File: src/rtl/clk_div_prog_if.sv
// Control/status bundle for the programmable clock divider: enable, settings
// load request, and the registered divided outputs.
interface clk_div_prog_if #(
    parameter int WIDTH = 8
);
    logic             en;
    logic             load;
    logic [WIDTH-1:0] div_in;
    logic [WIDTH-1:0] high_in;
    logic             clk_out;
    logic             tick;
    logic             pending;

    modport master (
        output en, load, div_in, high_in,
        input  clk_out, tick, pending
    );

    modport slave (
        input  en, load, div_in, high_in,
        output clk_out, tick, pending
    );
endinterface

File: src/rtl/clk_div_prog.sv
// Programmable divider producing a registered enable-style waveform in the clk
// domain; new settings are staged in a shadow and applied only at a period boundary.
module clk_div_prog #(
    parameter int WIDTH       = 8,
    parameter int DEFAULT_DIV = 4
) (
    input  logic           clk,
    input  logic           rst,
    clk_div_prog_if.slave  bus
);
    localparam logic [WIDTH-1:0] DEF_DIV  = WIDTH'(DEFAULT_DIV);
    localparam logic [WIDTH-1:0] DEF_HIGH = WIDTH'(DEFAULT_DIV / 2);
    localparam logic [WIDTH-1:0] DEF_PH   = WIDTH'(DEFAULT_DIV - 1);
    localparam logic [WIDTH-1:0] ONE      = WIDTH'(1);
    localparam logic [WIDTH-1:0] TWO      = WIDTH'(2);

    logic [WIDTH-1:0] ph_q, ph_d;
    logic [WIDTH-1:0] div_a_q, div_a_d;
    logic [WIDTH-1:0] high_a_q, high_a_d;
    logic [WIDTH-1:0] div_s_q, div_s_d;
    logic [WIDTH-1:0] high_s_q, high_s_d;
    logic             pending_q, pending_d;
    logic             clk_out_q, clk_out_d;
    logic             tick_q, tick_d;

    logic [WIDTH-1:0] div_c;
    logic [WIDTH-1:0] high_c;
    logic             boundary;
    logic             apply;

    // Clamp so every captured setting gives a waveform that actually toggles.
    always_comb begin
        div_c = bus.div_in;
        if (bus.div_in < TWO) begin
            div_c = TWO;
        end
        high_c = bus.high_in;
        if (bus.high_in == '0) begin
            high_c = div_c >> 1;
        end else if (bus.high_in >= div_c) begin
            high_c = div_c - ONE;
        end
    end

    always_comb begin
        ph_d      = ph_q;
        div_a_d   = div_a_q;
        high_a_d  = high_a_q;
        div_s_d   = div_s_q;
        high_s_d  = high_s_q;
        pending_d = pending_q;
        clk_out_d = clk_out_q;
        tick_d    = 1'b0;

        boundary = bus.en && (ph_q == div_a_q - ONE);
        // A load landing on the boundary itself defers to the next boundary.
        apply    = boundary && pending_q && !bus.load;

        if (bus.load) begin
            div_s_d   = div_c;
            high_s_d  = high_c;
            pending_d = 1'b1;
        end else if (apply) begin
            pending_d = 1'b0;
        end

        if (apply) begin
            div_a_d  = div_s_q;
            high_a_d = high_s_q;
        end

        if (bus.en) begin
            ph_d      = boundary ? '0 : ph_q + ONE;
            clk_out_d = (ph_d < high_a_d);
            tick_d    = (ph_d == '0);
        end
    end

    always_ff @(posedge clk) begin
        if (rst) begin
            ph_q      <= DEF_PH;
            div_a_q   <= DEF_DIV;
            high_a_q  <= DEF_HIGH;
            div_s_q   <= DEF_DIV;
            high_s_q  <= DEF_HIGH;
            pending_q <= 1'b0;
            clk_out_q <= 1'b0;
            tick_q    <= 1'b0;
        end else begin
            ph_q      <= ph_d;
            div_a_q   <= div_a_d;
            high_a_q  <= high_a_d;
            div_s_q   <= div_s_d;
            high_s_q  <= high_s_d;
            pending_q <= pending_d;
            clk_out_q <= clk_out_d;
            tick_q    <= tick_d;
        end
    end

    assign bus.clk_out = clk_out_q;
    assign bus.tick    = tick_q;
    assign bus.pending = pending_q;
endmodule

File: src/flat_wrapper.sv
// flat-port wrapper written by rule: the top's interface ports become plain ports
module clk_div_prog_flat 
#(
    parameter int WIDTH       = 8,
    parameter int DEFAULT_DIV = 4
)
  (clk, rst, bus_en, bus_load, bus_div_in, bus_high_in, bus_clk_out, bus_tick, bus_pending);
  clk_div_prog_if #(.WIDTH(WIDTH)) bus_i ();
  input  logic clk;
  input  logic rst;
  input wire logic [$bits(bus_i.en)-1:0] bus_en;
  input wire logic [$bits(bus_i.load)-1:0] bus_load;
  input wire logic [$bits(bus_i.div_in)-1:0] bus_div_in;
  input wire logic [$bits(bus_i.high_in)-1:0] bus_high_in;
  output wire logic [$bits(bus_i.clk_out)-1:0] bus_clk_out;
  output wire logic [$bits(bus_i.tick)-1:0] bus_tick;
  output wire logic [$bits(bus_i.pending)-1:0] bus_pending;
  assign bus_i.en = bus_en;
  assign bus_i.load = bus_load;
  assign bus_i.div_in = bus_div_in;
  assign bus_i.high_in = bus_high_in;
  assign bus_clk_out = bus_i.clk_out;
  assign bus_tick = bus_i.tick;
  assign bus_pending = bus_i.pending;
  clk_div_prog #(.WIDTH(WIDTH), .DEFAULT_DIV(DEFAULT_DIV)) u_core (.clk(clk), .rst(rst), .bus(bus_i));
endmodule
File: config.mk
export PLATFORM = sky130hd
export DESIGN_NAME = clk_div_prog_flat
export DESIGN_NICKNAME = d
export VERILOG_FILES = /design/src/rtl/clk_div_prog_if.sv /design/src/rtl/clk_div_prog.sv /design/src/flat_wrapper.sv
export SDC_FILE = /design/constraint.sdc
export NUM_CORES = 1
export LEC_CHECK = 0
export ABC_CLOCK_PERIOD_IN_PS = 3100
export CAP_MARGIN = 20
export CORE_ASPECT_RATIO = 0.8
export CORE_MARGIN = 5
export CORE_UTILIZATION = 52
export DETAILED_ROUTE_END_ITERATION = 12
export PLACE_DENSITY = 0.76
export SLEW_MARGIN = 10
export SYNTH_ARGS = -nofsm -noshare
export SYNTH_HDL_FRONTEND = slang
export SYNTH_SLANG_ARGS = --single-unit
File: constraint.sdc
create_clock -name clk -period 3.1 [get_ports clk]
set_input_delay 0.62 -clock clk [delete_from_list [all_inputs] [get_ports clk]]
set_output_delay 0.62 -clock clk [all_outputs]
set_load 0.02 [all_outputs]
==> out/qor.txt <==
Status: complete, but fails checks
Failing checks: negative setup slack
GRT Residual Overflow: 0
Clock latency on the worst-skew pair: 0.31 ns
Routed vias/inst: 5.77
Post-place setup slack: -0.651 ns
Root Buffer: clkbuf_8
Largest net degree at the start of global routing: 22
DIE AREA: 0.00668 mm^2
Detail Route Antenna Nets: 0
Initial antenna violation count: 0
CTS buffer count: 5
Slew of the pin with the lowest slew margin: 0.442 ns
Worst Setup EP: u_core.high_s_q[0]$_SDFFE_PP0P_
Vias in the first global route: 2541
Min-delay worst type: reg -> reg
Top cells by area, synth: dfxtp_1 (32%), mux2i_1 (9.0%), ha_1 (8.4%), nor2_1 (6.9%), xnor2_1 (4.6%)
Detail Placement HPWL: 5.30 mm
Max frequency: 0.311 GHz
CP Launch Type: primary input
Async SR Flop Fraction: 0
Final setup viols: 7
Die extent in x: 90.2 um
Post-synth EDFFs: 0
Initial core utilization: 0.534
FF-to-FF End: u_core.bus.clk_out$_SDFFE_PP0P_
Power density over the cells: 392 mW/mm^2
Crit path launch: bus_div_in[3]
Worst setup EP type: flip-flop
Nets: 436
R2R setup slack: -0.10 ns
# IOs: 23
Post-layout min period: 3.22 ns
Die span in y: 74.1 um
Layout Skew: 0.0151 ns
Multi-input gate area: 0.00184 mm^2
# diodes: 0
Top FF cell, synth: dfxtp_1
Data arrival, critical path: 3.44 ns
Synth Instances: 324
DRT Wirelength: 7.70 mm
Inst Count DP: 439
Core area: 0.00501 mm^2
Final worst slack: -0.116 ns
Layout cells sized above 1: 0.271
Reg area: 863 um^2
Area grow syn2layout: 36.0%
Clk buf depth: 2
Leak pwr: 1.52 nW
DR WL/cell: 16.7 um
Post-synth top area cell: dfxtp_1
Share of Yosys cell area claimed by the top area cell type: 0.322
Tot GR Track Use: 0.221
Yosys cell types: 47
Num Clock Sinks: 43
GP Congestion: 0.939
CTS tree: done
Worst setup path class: in -> reg
1st-iter DRT viols: 177
Post-route insts no fill: 461
Critical R2R Launch: u_core.div_a_q[1]$_SDFFE_PP0N_
MaxCap Viol Count: 0
Hold Path Cell Cnt: 2
Critical-path maximum fanout: 4
Final Hold Viols: 0
# rows: 23
Reg clk slew, reported paths: 0.08 ns
Commonest non-fill, non-tap cell in the layout: buf_4
Peak supply drop: 328 uV
Sequential area share after synthesis: 0.322
RSZ-0062 raised after global routing: yes
First-pass DRT Iterations: 5
Synthesized area per cell: 8.25 um^2
FILL cells: 350
Rel. slew slack: 0.697
Area after DPL: 0.00329 mm^2
Seq cells post-synth: 43
First-pass GRT wire length: 12.0 mm
Syn nets: 362
Highest-count cells in the layout ignoring fill and taps: buf_4 (61), nor2_1 (49), dfxtp_1 (41)
Final core utilization: 0.726
Number of H-tree levels: 2
Vias: 2659
Mapped Area: 0.00267 mm^2
Ys Warns: 0
Slew Limit Fails: 0
Fin area: 0.00364 mm^2
R2R depth: 11
Hold slack: 0.478 ns
Residual DRC: 0
Port buffer count: 22
WP data required: 3.33 ns
Final period utilization: 1.04
what timing repair did:
item | CTS | global route
pin swaps | 20 | 19
gates cloned | 1 | 0
hold buffers | 0 | 0
endpoints found under the setup margin | 9 | 9
resized for setup | 24 | 18
setup buffers | 6 | 8
Yosys cell counts, types with 2 or more instances:
cell,instances
nor2_1,49
dfxtp_1,43
mux2i_1,24
nand2_1,23
a21oi_1,20
ha_1,18
xnor2_1,14
inv_1,13
clkbuf_1,12
nor3_1,11
o21ai_0,10
or3_1,9
nand2b_1,7
nor2b_1,7
a211oi_1,5
a311oi_1,5
a31oi_1,5
xor2_1,5
and3_1,4
buf_2,4
or3b_2,4
nand3_1,3
a2111oi_2,2
buf_1,2
o211ai_1,2
or4_1,2
cells by family (layout without fill, tap and decap cells):
family	count (synthesis)	in the layout	share of synthesized area
AND/OR/NAND/NOR	125	125	0.228
AO/OA/AOI/OAI	63	64	0.164
flip-flops	43	43	0.322
buffers and inverters	32	106	0.0496
multiplexers	24	24	0.0898
XOR/XNOR	19	19	0.0622
adder cells (fa/ha/maj)	18	18	0.0842
final cells by class:
cell class	count	area share
clock inverter	3	0.0120
tap	62	0.0213
timing repair buffer	85	0.192
inverter	13	0.0134
clock buffer	5	0.0189
sequential	43	0.237
multi-input combinational	250	0.505
worst min-delay path by stage:
| stage | start | to |
|---|---|---|
| floorplan | u_core.div_s_q[7]$_SDFFE_PP0P_ | u_core.div_s_q[7]$_SDFFE_PP0P_ |
| global placement | u_core.div_s_q[7]$_SDFFE_PP0P_ | u_core.div_s_q[7]$_SDFFE_PP0P_ |
| detailed placement | u_core.div_s_q[7]$_SDFFE_PP0P_ | u_core.div_s_q[7]$_SDFFE_PP0P_ |
| CTS | u_core.div_s_q[7]$_SDFFE_PP0P_ | u_core.div_s_q[7]$_SDFFE_PP0P_ |
| global route | u_core.div_s_q[7]$_SDFFE_PP0P_ | u_core.div_s_q[7]$_SDFFE_PP0P_ |
| finish | u_core.div_s_q[7]$_SDFFE_PP0P_ | u_core.div_s_q[7]$_SDFFE_PP0P_ |
where the power goes:
group	internal [mW]	switching, mW	total [mW]
Sequential	0.579	0.0206	0.600
Combinational	0.195	0.183	0.379
Clock	0.240	0.209	0.449
Total	1.01	0.413	1.43
flip-flops by register name (all words and copies together) (netlist names):
name                cells
u_core.bus.clk_out      1
u_core.bus.pending      1
u_core.bus.tick         1
u_core.div_a_q          8
u_core.div_s_q          8
u_core.high_a_q         8
u_core.high_s_q         8
u_core.ph_q             8
metrics by stage:
step                setup TNS [ns]  power, mW
finish                      -0.528       1.43
CTS                         -0.418       1.40
global route                 -1.72       1.49
global placement             -4.73      0.930
detailed placement           -5.36      0.939
floorplan                   -0.235      0.803
worst max-delay path: stages:
cell and delay [ns]:
buf_6 0.09, or3_4 0.37, or3_4 0.34, o31a_1 0.26, ha_1 0.27, nand2b_4 0.11
a21oi_2 0.05, nor2b_1 0.10, o21ai_1 0.08, buf_4 0.14, a221o_1 0.39, or3_4 0.41
a211oi_2 0.20
layer usage:
| metal | routed length, um | up-vias | GRT usage |
|---|---|---|---|
| li1 | - | 1302 | - |
| met1 | 3350 | 1260 | 0.295 |
| met2 | 3660 | 87 | 0.368 |
| met3 | 598 | 10 | 0.0576 |
| met4 | 91 | 0 | 0.0446 |
| met5 | 0 | - | 0 |
(Power assumes the default switching activity.)
